$ cat config.mk
export PLATFORM = sky130hd
export DESIGN_NAME = demux2_capture
export DESIGN_NICKNAME = d
export VERILOG_FILES = /design/src/rtl/demux_pkg.sv /design/src/rtl/sync_edge.sv /design/src/rtl/demux2_capture.sv
export SDC_FILE = /design/constraint.sdc
export NUM_CORES = 1
export LEC_CHECK = 0
export ABC_AREA = 0
export CAP_MARGIN = 15
export CORE_UTILIZATION = 36
export CTS_CLUSTER_DIAMETER = 150
export CTS_CLUSTER_SIZE = 25
export DETAILED_ROUTE_END_ITERATION = 7
export PLACE_DENSITY_LB_ADDON = 0.2
export SLEW_MARGIN = 25
export SYNTH_ARGS = -nofsm -noshare
export SYNTH_HDL_FRONTEND = slang
export SYNTH_HIERARCHICAL = 1
export SYNTH_SLANG_ARGS = --single-unit
$ cat constraint.sdc
create_clock -name CLOCK_50 -period 1.3 [get_ports CLOCK_50]
set_input_delay 0.195 -clock CLOCK_50 [delete_from_list [all_inputs] [get_ports CLOCK_50]]
set_output_delay 0.195 -clock CLOCK_50 [all_outputs]
set_load 0.1 [all_outputs]
$ cat src/rtl/demux_pkg.sv
// demux_pkg: shared types and widths for the two-channel demux capture block.
package demux_pkg;

    localparam int DATA_W = 4;
    localparam int CNT_W  = 4;

    typedef enum logic {
        WAIT_X = 1'b0,
        WAIT_Y = 1'b1
    } state_t;

endpackage

$ cat src/rtl/sync_edge.sv
// sync_edge: two-flop synchronizer followed by a rising-edge detector on the synchronized level.
module sync_edge (
    input  logic CLOCK_50,
    input  logic resetn,
    input  logic async_in,
    output logic pulse_out
);

    logic s1, s2, s3;

    always_ff @(posedge CLOCK_50 or negedge resetn) begin
        if (!resetn) begin
            s1 <= 1'b0;
            s2 <= 1'b0;
            s3 <= 1'b0;
        end else begin
            s1 <= async_in;
            s2 <= s1;
            s3 <= s2;
        end
    end

    assign pulse_out = s2 & ~s3;

endmodule

$ cat src/rtl/demux2_capture.sv
// demux2_capture: captures an X-then-Y word pair from a strobed multiplexed bus,
// flagging out-of-order tags and counting completed pairs.
module demux2_capture
    import demux_pkg::*;
#(
    parameter int W = DATA_W
) (
    input  logic             CLOCK_50,
    input  logic             resetn,
    input  logic [W-1:0]     M_in,
    input  logic             s_in,
    input  logic             strobe_in,
    input  logic             clr,
    output logic [W-1:0]     X_out,
    output logic [W-1:0]     Y_out,
    output logic             pair_valid,
    output logic             seq_err,
    output logic [CNT_W-1:0] pair_cnt,
    output logic             state_o
);

    state_t           state, state_nx;
    logic             ev, take_x, take_y, bad;
    logic [W-1:0]     x_nx, y_nx;
    logic             pv_nx, err_nx;
    logic [CNT_W-1:0] cnt_nx;

    sync_edge u_sync (
        .CLOCK_50  (CLOCK_50),
        .resetn    (resetn),
        .async_in  (strobe_in),
        .pulse_out (ev)
    );

    // An X tag always (re)loads X_out; a tag that disagrees with the awaited channel is an error.
    assign take_x = ev & ~s_in;
    assign take_y = ev & s_in & (state == WAIT_Y);
    assign bad    = ev & (s_in ^ (state == WAIT_Y));

    always_comb begin
        state_nx = take_x ? WAIT_Y : take_y ? WAIT_X : state;
        x_nx     = take_x ? M_in : X_out;
        y_nx     = take_y ? M_in : Y_out;
        pv_nx    = take_y;
        err_nx   = bad | (seq_err & ~clr);
        cnt_nx   = (clr ? '0 : pair_cnt) + (take_y ? CNT_W'(1) : CNT_W'(0));
    end

    always_ff @(posedge CLOCK_50 or negedge resetn) begin
        if (!resetn) begin
            state      <= WAIT_X;
            X_out      <= '0;
            Y_out      <= '0;
            pair_valid <= 1'b0;
            seq_err    <= 1'b0;
            pair_cnt   <= '0;
        end else begin
            state      <= state_nx;
            X_out      <= x_nx;
            Y_out      <= y_nx;
            pair_valid <= pv_nx;
            seq_err    <= err_nx;
            pair_cnt   <= cnt_nx;
        end
    end

    assign state_o = state;

endmodule

==> results.txt <==
The run finished, with violations left. The checks that failed: setup timing. The worst voltage drop across the vdd grid is 0.00150 V. The chip width is 46.5 µm.

Summed over all cells, the static leakage comes to 0.588 nW. The maximum clock skew at final layout is 0.00414 ns. The number of max-cap violations is 0. Counting I/O delays and the setup requirement, the final critical path takes 1.36 ns. The busiest metal layer after global routing is met2. The number of flip-flops and latches in the synthesized netlist is 18. STA puts the critical path data required time at 1.48 ns.

TritonCTS built the clock tree. Setup repair after global routing could not meet its margin everywhere. The DRC violation count after routing is 0. The portion of the clock cycle consumed by the worst path in the final layout came out at 1.04. The placeable core area is 1780 µm². STA classifies the critical path endpoint as a flip-flop.

The sink count of the clock tree came out at 18. The worst register-to-register path begins at u_sync/s3. For flop-to-flop paths, the worst setup slack is -0.06 ns.

The area of the die is 2160 µm². The number of warning messages in the yosys log is 6. In this run the critical register-to-register path is captured at pair_cnt[3]. The number of standard cells after synthesis came out at 45. Of all nets on the critical path, the largest fanout is 3. In the final routed layout, each cell accounts on average for 12.0 µm.

For this run, the register share of the synthesized area comes to 0.632. Cell internal power was estimated by the tool at 1.22 mW. The share of power burned in combinational logic is 0.497. The count of antenna diodes in the layout came out at 0. The number of global-route vias before repair came out at 479. The clock slew at the register clock pins of the worst setup and hold paths came out at 0.10 ns. The clock network fraction of design power is 0.160. The worst hold path belongs to the class primary input to asynchronous set/reset pin. The final standard cell area without fillers came out at 1270 µm².

In the post-route analysis, the smallest setup slack over all paths is -0.0578 ns. The register share of total power came out at 0.343. The half-perimeter wire length after detailed placement came out at 1000 µm. The number of standard-cell rows in the floorplan is 15. The overall power consumption came out at 2.11 mW.

The total cell area at the placement stage is 1200 µm². The final layout contains 94 nets. The peak clock frequency supported by timing is 0.737 GHz.

The vertical die dimension is 46.5 µm. The routability-driven placement congestion ratio came out at 0.686. The clock passes through at most 2 buffers.

The cell sitting at the root of the clock tree is a sky130_fd_sc_hd__clkbuf_4. The post-synthesis net count came out at 56. In this run the remaining antenna-violating nets after routing total 0. The quantity of I/O buffers inserted on ports came out at 23. In the layout the commonest cells are sky130_fd_sc_hd__dfrtp_1, sky130_fd_sc_hd__buf_12, sky130_fd_sc_hd__buf_4, sky130_fd_sc_hd__clkdlybuf4s50_1, sky130_fd_sc_hd__mux2_4. The clock network latency to the later pin of the worst-skew pair is 0.28 ns. The total count of max-transition violations in the final report came out at 0.

The number of clock buffers added by TritonCTS is 3. The initial antenna violation count came out at 0. Entering global routing, the biggest net connects 19 pins. The share of layout cells above drive strength 1 is 0.573. For the pin with the worst max-slew slack, the measured transition is 0.245 ns. The headroom to the max-slew limit is 0.836. The global-route wire length before repair came out at 2040 µm.

The worst setup path is launched from a flip-flop. The met3 routing resource usage after global routing is 0.0353. The post-synthesis instance area is 713 µm². The mean cell area of the mapped netlist is 15.8 µm². The arrival time reported for the critical path endpoint is 1.53 ns. For this run, global-route usage on met2 was measured as 0.219. The area growth from synthesis to layout is 78.4%. The number of cell instances on the worst register-to-register path is 6. The total routing usage reported by global routing is 0.139. The number of hold violations in the final report came out at 0.

The total via count after detailed routing is 463. Summed over all layers, the routed wires come to 1280 µm. The initial core utilization came out at 0.400. In this run, distinct cell masters in the synthesized netlist total 14. In the routed layout, each cell is associated on average with a via count of 4.33.

The kind of critical path is flip-flop to flip-flop. The detailed router finished its first iteration with 2 violations. Setup violations remaining at the end of the flow were counted as 1.

The net switching component of the power is 0.888 mW. For this run, the detailed router's first-pass iteration total came to 2. In the global route stage, met1 resource usage came out at 0.173.

The share of the core filled with cells came out at 0.714. Of the total power, the share spent switching nets is 0.421. In this run the number of H-tree levels came out at 1. The total overflow left after global routing is 0.

The total I/O pin count came out at 24. The power per cell area is 1660 nW/µm².
how the worst max path moves through the flow:
stage               startpoint          end  slack [ns]
floorplan              state_o  pair_cnt[3]       -0.22
global placement          s_in  pair_cnt[3]       -0.21
detailed placement        s_in  pair_cnt[3]       -0.26
CTS                  u_sync/s3  pair_cnt[3]       -0.07
global route         u_sync/s3  pair_cnt[3]       -0.10
finish               u_sync/s3  pair_cnt[3]       -0.06
worst max-delay path: stages (launching register included):
cell                      delay [ns]
sky130_fd_sc_hd__dfrtp_1        0.41
sky130_fd_sc_hd__nor2b_4        0.16
sky130_fd_sc_hd__nand3_4        0.10
sky130_fd_sc_hd__inv_4          0.07
sky130_fd_sc_hd__ha_4           0.13
sky130_fd_sc_hd__nand3_2        0.08
sky130_fd_sc_hd__mux2_4         0.30
metal layers:
layer / wire length, µm / share of wire / vias to the layer above
met1: 566 / 0.44 / 219
met5: 0 / 0 / -
met2: 609 / 0.48 / 18
met4: 11 / 0.0086 / 0
met3: 91 / 0.071 / 2
li1: - / - / 224
repair_timing:
item | CTS | global route
setup buffers | 0 | 4
gates resized for setup | 2 | 0
endpoints found under the setup margin | 2 | 6
hold buffers | 0 | 0
pin swaps | 0 | 1
flip-flops by register name (all words and copies together) (netlist names):
name	cells
u_sync/s2	1
pair_valid	1
Y_out	4
X_out	4
u_sync/s3	1
pair_cnt	4
seq_err	1
u_sync/s1	1
state_o	1
cells by family (layout without fill, tap and decap cells):
| family | after synthesis | in the layout | synth area share |
|---|---|---|---|
| compound gates | 2 | 2 | 0.0193 |
| xor+xnor | 2 | 2 | 0.0246 |
| fa+ha+maj | 2 | 2 | 0.0351 |
| buf+inv | 3 | 40 | 0.0158 |
| flops | 18 | 18 | 0.632 |
| mux | 9 | 9 | 0.163 |
| simple gates | 9 | 9 | 0.111 |
cell type report:
class / instances / area [µm²]
multi-input cells: 24 / 273
repair buffers: 33 / 459
inverters: 3 / 13.8
fillers: 124 / 510
well taps: 25 / 31.3
flip-flops and latches: 18 / 459
clock buffers: 4 / 36.3
power groups by stage:
stage,Clock (mW),Combinational (mW),Sequential (mW)
2_1_floorplan,0,0.108,1.23
3_3_place_gp,0,1.04,0.733
3_5_place_dp,0,1.04,0.733
4_1_cts,0.354,1.04,0.725
5_1_grt,0.373,1.08,0.732
6_report,0.337,1.05,0.725
through the flow:
stage	TNS, ns	hold slack (ns)	setup WS [ns]	instances
floorplan	-0.428	-0.101	-0.224	45
global placement	-1.49	0.333	-0.210	99
detailed placement	-1.73	0.342	-0.260	99
CTS	-0.0666	0.216	-0.0666	103
global route	-0.122	0.226	-0.103	107
finish	-0.0578	0.220	-0.0578	107
synth_stat cells:
cell / number / area, µm²
sky130_fd_sc_hd__nand3_4: 1 / 17.5
sky130_fd_sc_hd__nor2b_1: 3 / 18.8
sky130_fd_sc_hd__nand2b_1: 1 / 6.26
sky130_fd_sc_hd__inv_1: 3 / 11.3
sky130_fd_sc_hd__nor2_1: 1 / 3.75
sky130_fd_sc_hd__ha_1: 2 / 25.0
sky130_fd_sc_hd__o22ai_1: 1 / 6.26
sky130_fd_sc_hd__dfrtp_1: 18 / 450
sky130_fd_sc_hd__a21o_1: 1 / 7.51
sky130_fd_sc_hd__nor2b_4: 2 / 27.5
sky130_fd_sc_hd__xnor2_1: 2 / 17.5
sky130_fd_sc_hd__mux2_4: 4 / 60.1
sky130_fd_sc_hd__nand3_1: 1 / 5.00
sky130_fd_sc_hd__mux2_2: 5 / 56.3
(Power assumes the default switching activity.)
